[src/rtl/cv32e40x_pkg.sv]
// ---------------------------------------------------------------------------
// Module   : cv32e40x_pkg
// Brief    : Shared types for the OBI responder slice.
// Revision : 1.0
// ---------------------------------------------------------------------------
`default_nettype none

package cv32e40x_pkg;

  typedef struct packed {
    logic [31:0] rdata;
    logic        err;
  } obi_resp_entry_t;

endpackage

`default_nettype wire

[src/rtl/cv32e40x_resp_fifo.sv]
// ---------------------------------------------------------------------------
// Module   : cv32e40x_resp_fifo
// Brief    : Synchronous response FIFO without fall-through.
// Revision : 1.0
// ---------------------------------------------------------------------------
`default_nettype none

module cv32e40x_resp_fifo
  import cv32e40x_pkg::*;
#(
  parameter int unsigned DEPTH   = 2,
  parameter type         ENTRY_T = obi_resp_entry_t,
  parameter int unsigned CNT_W   = $clog2(DEPTH + 1)
) (
  input  logic             clk,
  input  logic             rst_n,
  input  logic             push,
  input  ENTRY_T           push_data,
  input  logic             pop,
  output ENTRY_T           pop_data,
  output logic             empty,
  output logic             full,
  output logic [CNT_W-1:0] count
);

  localparam int unsigned      PTR_W   = (DEPTH > 1) ? $clog2(DEPTH) : 1;
  localparam logic [PTR_W-1:0] c_last  = PTR_W'(DEPTH - 1);
  localparam logic [CNT_W-1:0] c_depth = CNT_W'(DEPTH);
  localparam logic [CNT_W-1:0] c_one   = CNT_W'(1);

  ENTRY_T           r_mem [DEPTH];
  logic [PTR_W-1:0] r_wptr;
  logic [PTR_W-1:0] r_rptr;
  logic [CNT_W-1:0] r_count;
  logic             w_push;
  logic             w_pop;

  assign empty    = (r_count == '0);
  assign full     = (r_count == c_depth);
  assign count    = r_count;
  assign w_push   = push && !full;
  assign w_pop    = pop && !empty;
  assign pop_data = r_mem[r_rptr];

  // Storage carries no reset; only valid slots are ever read.
  always_ff @(posedge clk) begin
    if (w_push) begin
      r_mem[r_wptr] <= push_data;
    end
  end

  always_ff @(posedge clk or negedge rst_n) begin
    if (!rst_n) begin
      r_wptr  <= '0;
      r_rptr  <= '0;
      r_count <= '0;
    end else begin
      if (w_push) begin
        r_wptr <= (r_wptr == c_last) ? '0 : r_wptr + PTR_W'(1);
      end
      if (w_pop) begin
        r_rptr <= (r_rptr == c_last) ? '0 : r_rptr + PTR_W'(1);
      end
      case ({w_push, w_pop})
        2'b10:   r_count <= r_count + c_one;
        2'b01:   r_count <= r_count - c_one;
        default: r_count <= r_count;
      endcase
    end
  end

  a_no_overflow: assert property (@(posedge clk) disable iff (!rst_n) !(push && full));
  a_no_underflow: assert property (@(posedge clk) disable iff (!rst_n) !(pop && empty));

endmodule

`default_nettype wire

[src/rtl/cv32e40x_obi_responder.sv]
// ---------------------------------------------------------------------------
// Module   : cv32e40x_obi_responder
// Brief    : OBI slave fronting a 1-cycle word SRAM with in-order responses.
// Revision : 1.0
// ---------------------------------------------------------------------------
`default_nettype none

module cv32e40x_obi_responder
  import cv32e40x_pkg::*;
#(
  parameter int unsigned DEPTH          = 2,
  parameter logic [31:0] REGION_START   = 32'h0000_0000,
  parameter logic [31:0] REGION_END     = 32'h0000_3FFF,
  parameter int unsigned MEM_ADDR_WIDTH = 12
) (
  input  logic                      clk,
  input  logic                      rst_n,
  input  logic                      obi_req_i,
  output logic                      obi_gnt_o,
  input  logic [31:0]               obi_addr_i,
  input  logic                      obi_we_i,
  input  logic [3:0]                obi_be_i,
  input  logic [31:0]               obi_wdata_i,
  output logic                      obi_rvalid_o,
  output logic [31:0]               obi_rdata_o,
  output logic                      obi_err_o,
  input  logic                      resp_stall_i,
  output logic                      mem_req_o,
  output logic                      mem_we_o,
  output logic [MEM_ADDR_WIDTH-1:0] mem_addr_o,
  output logic [3:0]                mem_be_o,
  output logic [31:0]               mem_wdata_o,
  input  logic [31:0]               mem_rdata_i
);

  localparam int unsigned      CNT_W   = $clog2(DEPTH + 1);
  localparam logic [CNT_W-1:0] c_depth = CNT_W'(DEPTH);
  localparam logic [CNT_W-1:0] c_one   = CNT_W'(1);

  logic [CNT_W-1:0] r_outstanding;
  logic             r_s1_valid;
  logic             r_s1_err;
  logic             r_s1_we;

  logic             w_accept;
  logic             w_in_range;
  obi_resp_entry_t  w_s1_entry;
  obi_resp_entry_t  w_head;
  logic             w_fifo_empty;
  logic             w_fifo_full;
  logic [CNT_W-1:0] w_fifo_count;
  logic             w_bypass;
  logic             w_push;
  logic             w_pop;

  assign obi_gnt_o  = obi_req_i && (r_outstanding < c_depth);
  assign w_accept   = obi_req_i && obi_gnt_o;
  assign w_in_range = (obi_addr_i >= REGION_START) && (obi_addr_i <= REGION_END);

  // Region start is word aligned, so subtracting on the word field alone is exact.
  assign mem_req_o   = w_accept && w_in_range;
  assign mem_we_o    = mem_req_o && obi_we_i;
  assign mem_addr_o  = obi_addr_i[MEM_ADDR_WIDTH+1:2] - REGION_START[MEM_ADDR_WIDTH+1:2];
  assign mem_be_o    = obi_be_i;
  assign mem_wdata_o = obi_wdata_i;

  always_ff @(posedge clk or negedge rst_n) begin
    if (!rst_n) begin
      r_s1_valid <= 1'b0;
      r_s1_err   <= 1'b0;
      r_s1_we    <= 1'b0;
    end else begin
      r_s1_valid <= w_accept;
      r_s1_err   <= w_accept && !w_in_range;
      r_s1_we    <= w_accept && obi_we_i;
    end
  end

  always_comb begin
    w_s1_entry       = '0;
    w_s1_entry.err   = r_s1_valid && r_s1_err;
    if (r_s1_valid && !r_s1_err && !r_s1_we) begin
      w_s1_entry.rdata = mem_rdata_i;
    end
  end

  // Older entries in the FIFO always drain before the stage-1 entry.
  assign w_bypass = r_s1_valid && w_fifo_empty && !resp_stall_i;
  assign w_push   = r_s1_valid && !w_bypass;
  assign w_pop    = !w_fifo_empty && !resp_stall_i;

  cv32e40x_resp_fifo #(
    .DEPTH   (DEPTH),
    .ENTRY_T (obi_resp_entry_t),
    .CNT_W   (CNT_W)
  ) u_resp_fifo (
    .clk       (clk),
    .rst_n     (rst_n),
    .push      (w_push),
    .push_data (w_s1_entry),
    .pop       (w_pop),
    .pop_data  (w_head),
    .empty     (w_fifo_empty),
    .full      (w_fifo_full),
    .count     (w_fifo_count)
  );

  always_comb begin
    obi_rvalid_o = 1'b0;
    obi_rdata_o  = '0;
    obi_err_o    = 1'b0;
    if (w_pop) begin
      obi_rvalid_o = 1'b1;
      obi_rdata_o  = w_head.rdata;
      obi_err_o    = w_head.err;
    end else if (w_bypass) begin
      obi_rvalid_o = 1'b1;
      obi_rdata_o  = w_s1_entry.rdata;
      obi_err_o    = w_s1_entry.err;
    end
  end

  // Credits return one cycle after the response, never combinationally.
  always_ff @(posedge clk or negedge rst_n) begin
    if (!rst_n) begin
      r_outstanding <= '0;
    end else begin
      case ({w_accept, obi_rvalid_o})
        2'b10:   r_outstanding <= r_outstanding + c_one;
        2'b01:   r_outstanding <= r_outstanding - c_one;
        default: r_outstanding <= r_outstanding;
      endcase
    end
  end

  a_rvalid_needs_outstanding: assert property (@(posedge clk) disable iff (!rst_n)
    obi_rvalid_o |-> (r_outstanding != '0));
  a_gnt_needs_req: assert property (@(posedge clk) disable iff (!rst_n)
    obi_gnt_o |-> obi_req_i);
  a_mem_req_in_range: assert property (@(posedge clk) disable iff (!rst_n)
    mem_req_o |-> w_in_range);
  a_count_consistent: assert property (@(posedge clk) disable iff (!rst_n)
    r_outstanding == (w_fifo_count + CNT_W'(r_s1_valid)));
  a_fifo_not_full_on_push: assert property (@(posedge clk) disable iff (!rst_n)
    w_push |-> !w_fifo_full);

endmodule

`default_nettype wire

[config.mk]
export PLATFORM = sky130hd
export DESIGN_NAME = cv32e40x_obi_responder
export DESIGN_NICKNAME = d
export VERILOG_FILES = /design/src/rtl/cv32e40x_pkg.sv /design/src/rtl/cv32e40x_resp_fifo.sv /design/src/rtl/cv32e40x_obi_responder.sv
export SDC_FILE = /design/constraint.sdc
export NUM_CORES = 1
export LEC_CHECK = 0
export CORE_MARGIN = 2
export CORE_UTILIZATION = 37
export CTS_CLUSTER_SIZE = 14
export DETAILED_ROUTE_END_ITERATION = 10
export PLACE_DENSITY = 0.77
export SLEW_MARGIN = 25
export SYNTH_ARGS = -nofsm -noshare
export SYNTH_HDL_FRONTEND = slang
export SYNTH_HIERARCHICAL = 1
export SYNTH_SLANG_ARGS = --single-unit
[constraint.sdc]
create_clock -name clk -period 2.75 [get_ports clk]
set_clock_uncertainty 0.15 [all_clocks]
set_input_delay 0.275 -clock clk [delete_from_list [all_inputs] [get_ports clk]]
set_output_delay 0.275 -clock clk [all_outputs]
set_load 0.02 [all_outputs]
==> results.json <==
{
  "power.density_mw_per_mm2": 928.6,
  "slew_violations": 0,
  "multi_input_area_mm2": 0.001262,
  "root_buffer": "clkbuf_8",
  "layout_min_cycle_time_ns": 2.612,
  "whs_ns": 0.08562,
  "first_pass_iters": 4,
  "rr_endpoint": "u_resp_fifo/count[1]",
  "synth_area_per_cell_um2": 14.38,
  "hp-class": "primary input to async pin",
  "die_x_um": 106.8,
  "startpoint_type": "register",
  "start_util": 0.3807,
  "p_total_mw": 4.544,
  "final_core_util": 0.4761,
  "cp-end-kind": "output port",
  "place_congestion": 0.6498,
  "cts_tree": "done",
  "maxCapViolCount": 0,
  "slowest_stage": "dfrtp_2",
  "num_rows": 37,
  "setup_viol": 0,
  "cts-buffers-inserted": 9,
  "grt_usage": 0.1362,
  "antenna_found_initial": 0,
  "clock_latency_ns": 0.33,
  "regArea_mm2": 0.002208,
  "path_delay_family": "buffers and inverters",
  "vias_per_cell": 4.818,
  "fmax_mhz": 382.9,
  "min_period_over_period": 0.9498,
  "syn_to_final_growth_pct": 25.07,
  "die_area_mm2": 0.01141,
  "max_stage_delay_ns": 0.56,
  "peakVddDrop_uv": 401.3,
  "required_ns": 2.33,
  "num_io_pins": 190,
  "fill_cells": 941,
  "placed_area_mm2": 0.004695,
  "dpl.hpwl_um": 5172,
  "h-tree-depth": 3,
  "layout-drive-gt1-share": 0.2115,
  "overflow": 0,
  "hold_viol": 0,
  "n_antenna_cell": 0,
  "vias": 2250,
  "cts.path.max_buffers": 2,
  "clock-sinks": 75,
  "grt_pass1_wl_um": 11880,
  "stdcell_area_mm2": 0.004893,
  "rsz0062_at_grt": "no",
  "worst-path-max-fanout": 15,
  "grt_pass1_vias": 2400,
  "crit_arrival_ns": 2.19,
  "routedWlPerCell_um": 16.14,
  "drc_errors": 0,
  "nets": 433,
  "netlist_area_mm2": 0.003913,
  "ctsResizeCount": 0,
  "detail-route-antenna-nets": 0,
  "die_h_um": 106.8,
  "p_leak_nw": 1.824,
  "synth_cells": 272,
  "postCtsSetupRepairBufs": 0,
  "syn-num-nets": 379,
  "final.setup.tns_ns": 0,
  "path_cells": "buf_12 -> mux2_4 -> a22o_1 -> clkdlybuf4s50_1",
  "reg2regPathDepth": 8,
  "grt_start_max_net_pins": 22,
  "relSlewSlack": 0.7214,
  "coreArea_mm2": 0.01028,
  "status": "complete, no violations",
  "crit_buf_inv": 2,
  "clk_pin_slew_worst_paths_ns": 0.07,
  "port_buffers": 91,
  "r2r_setup_slack_ns": 0.68,
  "worst_pin_slew_ns": 0.4167,
  "dr.first_iter.drc_count": 69,
  "criticalPathCategory": "register to output port",
  "reg2reg_from": "u_resp_fifo/count[0]",
  "hold_buffers": 0,
  "yosysWarnings": 6,
  "routed_wl_um": 7536
}
worst reg2reg max path: cells and delay by family, from the launching register on:
family | cells | cell delay [ns]
XOR/XNOR | 1 | 0.15
flip-flops | 1 | 0.42
buffers and inverters | 2 | 0.43
AND/OR/NAND/NOR | 4 | 0.57
adder cells (fa/ha/maj) | 1 | 0.28
power by group:
group          leakage (nW)  internal [mW]  switching [mW]
logic                  1.03           1.10           0.910
clock network        0.0885          0.419           0.398
registers             0.706           1.58           0.137
layout by cell type (no fill, tap or decap), drive strengths merged, types with 3 or more instances in the layout:
cell,instances
nor2,8
buf,13
clkbuf,10
and3,3
clkdlybuf4s50,89
clkinvlp,3
mux2,33
and2,34
xor2,3
or4,4
xnor2,5
a22o,33
dfrtp,9
edfxtp,66
sequential cells by signal, indices dropped and copies added (netlist names):
register            count
r_s1_we                 1
u_resp_fifo/r_mem      66
u_resp_fifo/r_wptr      1
u_resp_fifo/r_rptr      1
r_s1_err                1
r_s1_valid              1
u_resp_fifo/count       2
r_outstanding           2
worst max-delay path by stage:
stage | cells past startpoint | from | endpoint
4_1_cts | 5 | obi_addr_i[15] | mem_we_o
3_5_place_dp | 5 | obi_addr_i[15] | mem_we_o
5_1_grt | 6 | u_resp_fifo/count[0] | obi_rdata_o[14]
2_1_floorplan | 7 | u_resp_fifo/count[0] | u_resp_fifo/r_mem[0][0]
3_3_place_gp | 5 | obi_addr_i[15] | mem_we_o
6_report | 4 | u_resp_fifo/r_rptr | obi_rdata_o[8]
layout make-up:
| type | instances | share of cell area |
|---|---|---|
| Multi-Input combinational cell | 134 | 0.2580 |
| Sequential cell | 75 | 0.4513 |
| Timing Repair Buffer | 104 | 0.2148 |
| Clock buffer | 10 | 0.02608 |
| Tap cell | 136 | 0.03477 |
| Inverter | 2 | 0.001534 |
| Clock inverter | 6 | 0.01355 |
through the flow:
stage / cells / worst slack [ns]
final: 467 / 0.1380
after global routing: 467 / 0.005508
after CTS: 467 / 0.06239
after detailed placement: 451 / 0.05813
after global placement: 451 / 0.08584
after floorplan: 272 / 0.2757
per-layer routing:
metal / part of all wire / track usage / wire (um) / vias to the layer above
li1: - / - / - / 1055
met1: 0.43 / 0.1688 / 3275 / 1092
met2: 0.49 / 0.2229 / 3689 / 74
met3: 0.051 / 0.03891 / 386 / 29
met4: 0.025 / 0.05751 / 185 / 0
met5: 0 / 0 / 0 / -
No activity file was read; power rests on OpenSTA's default activity.
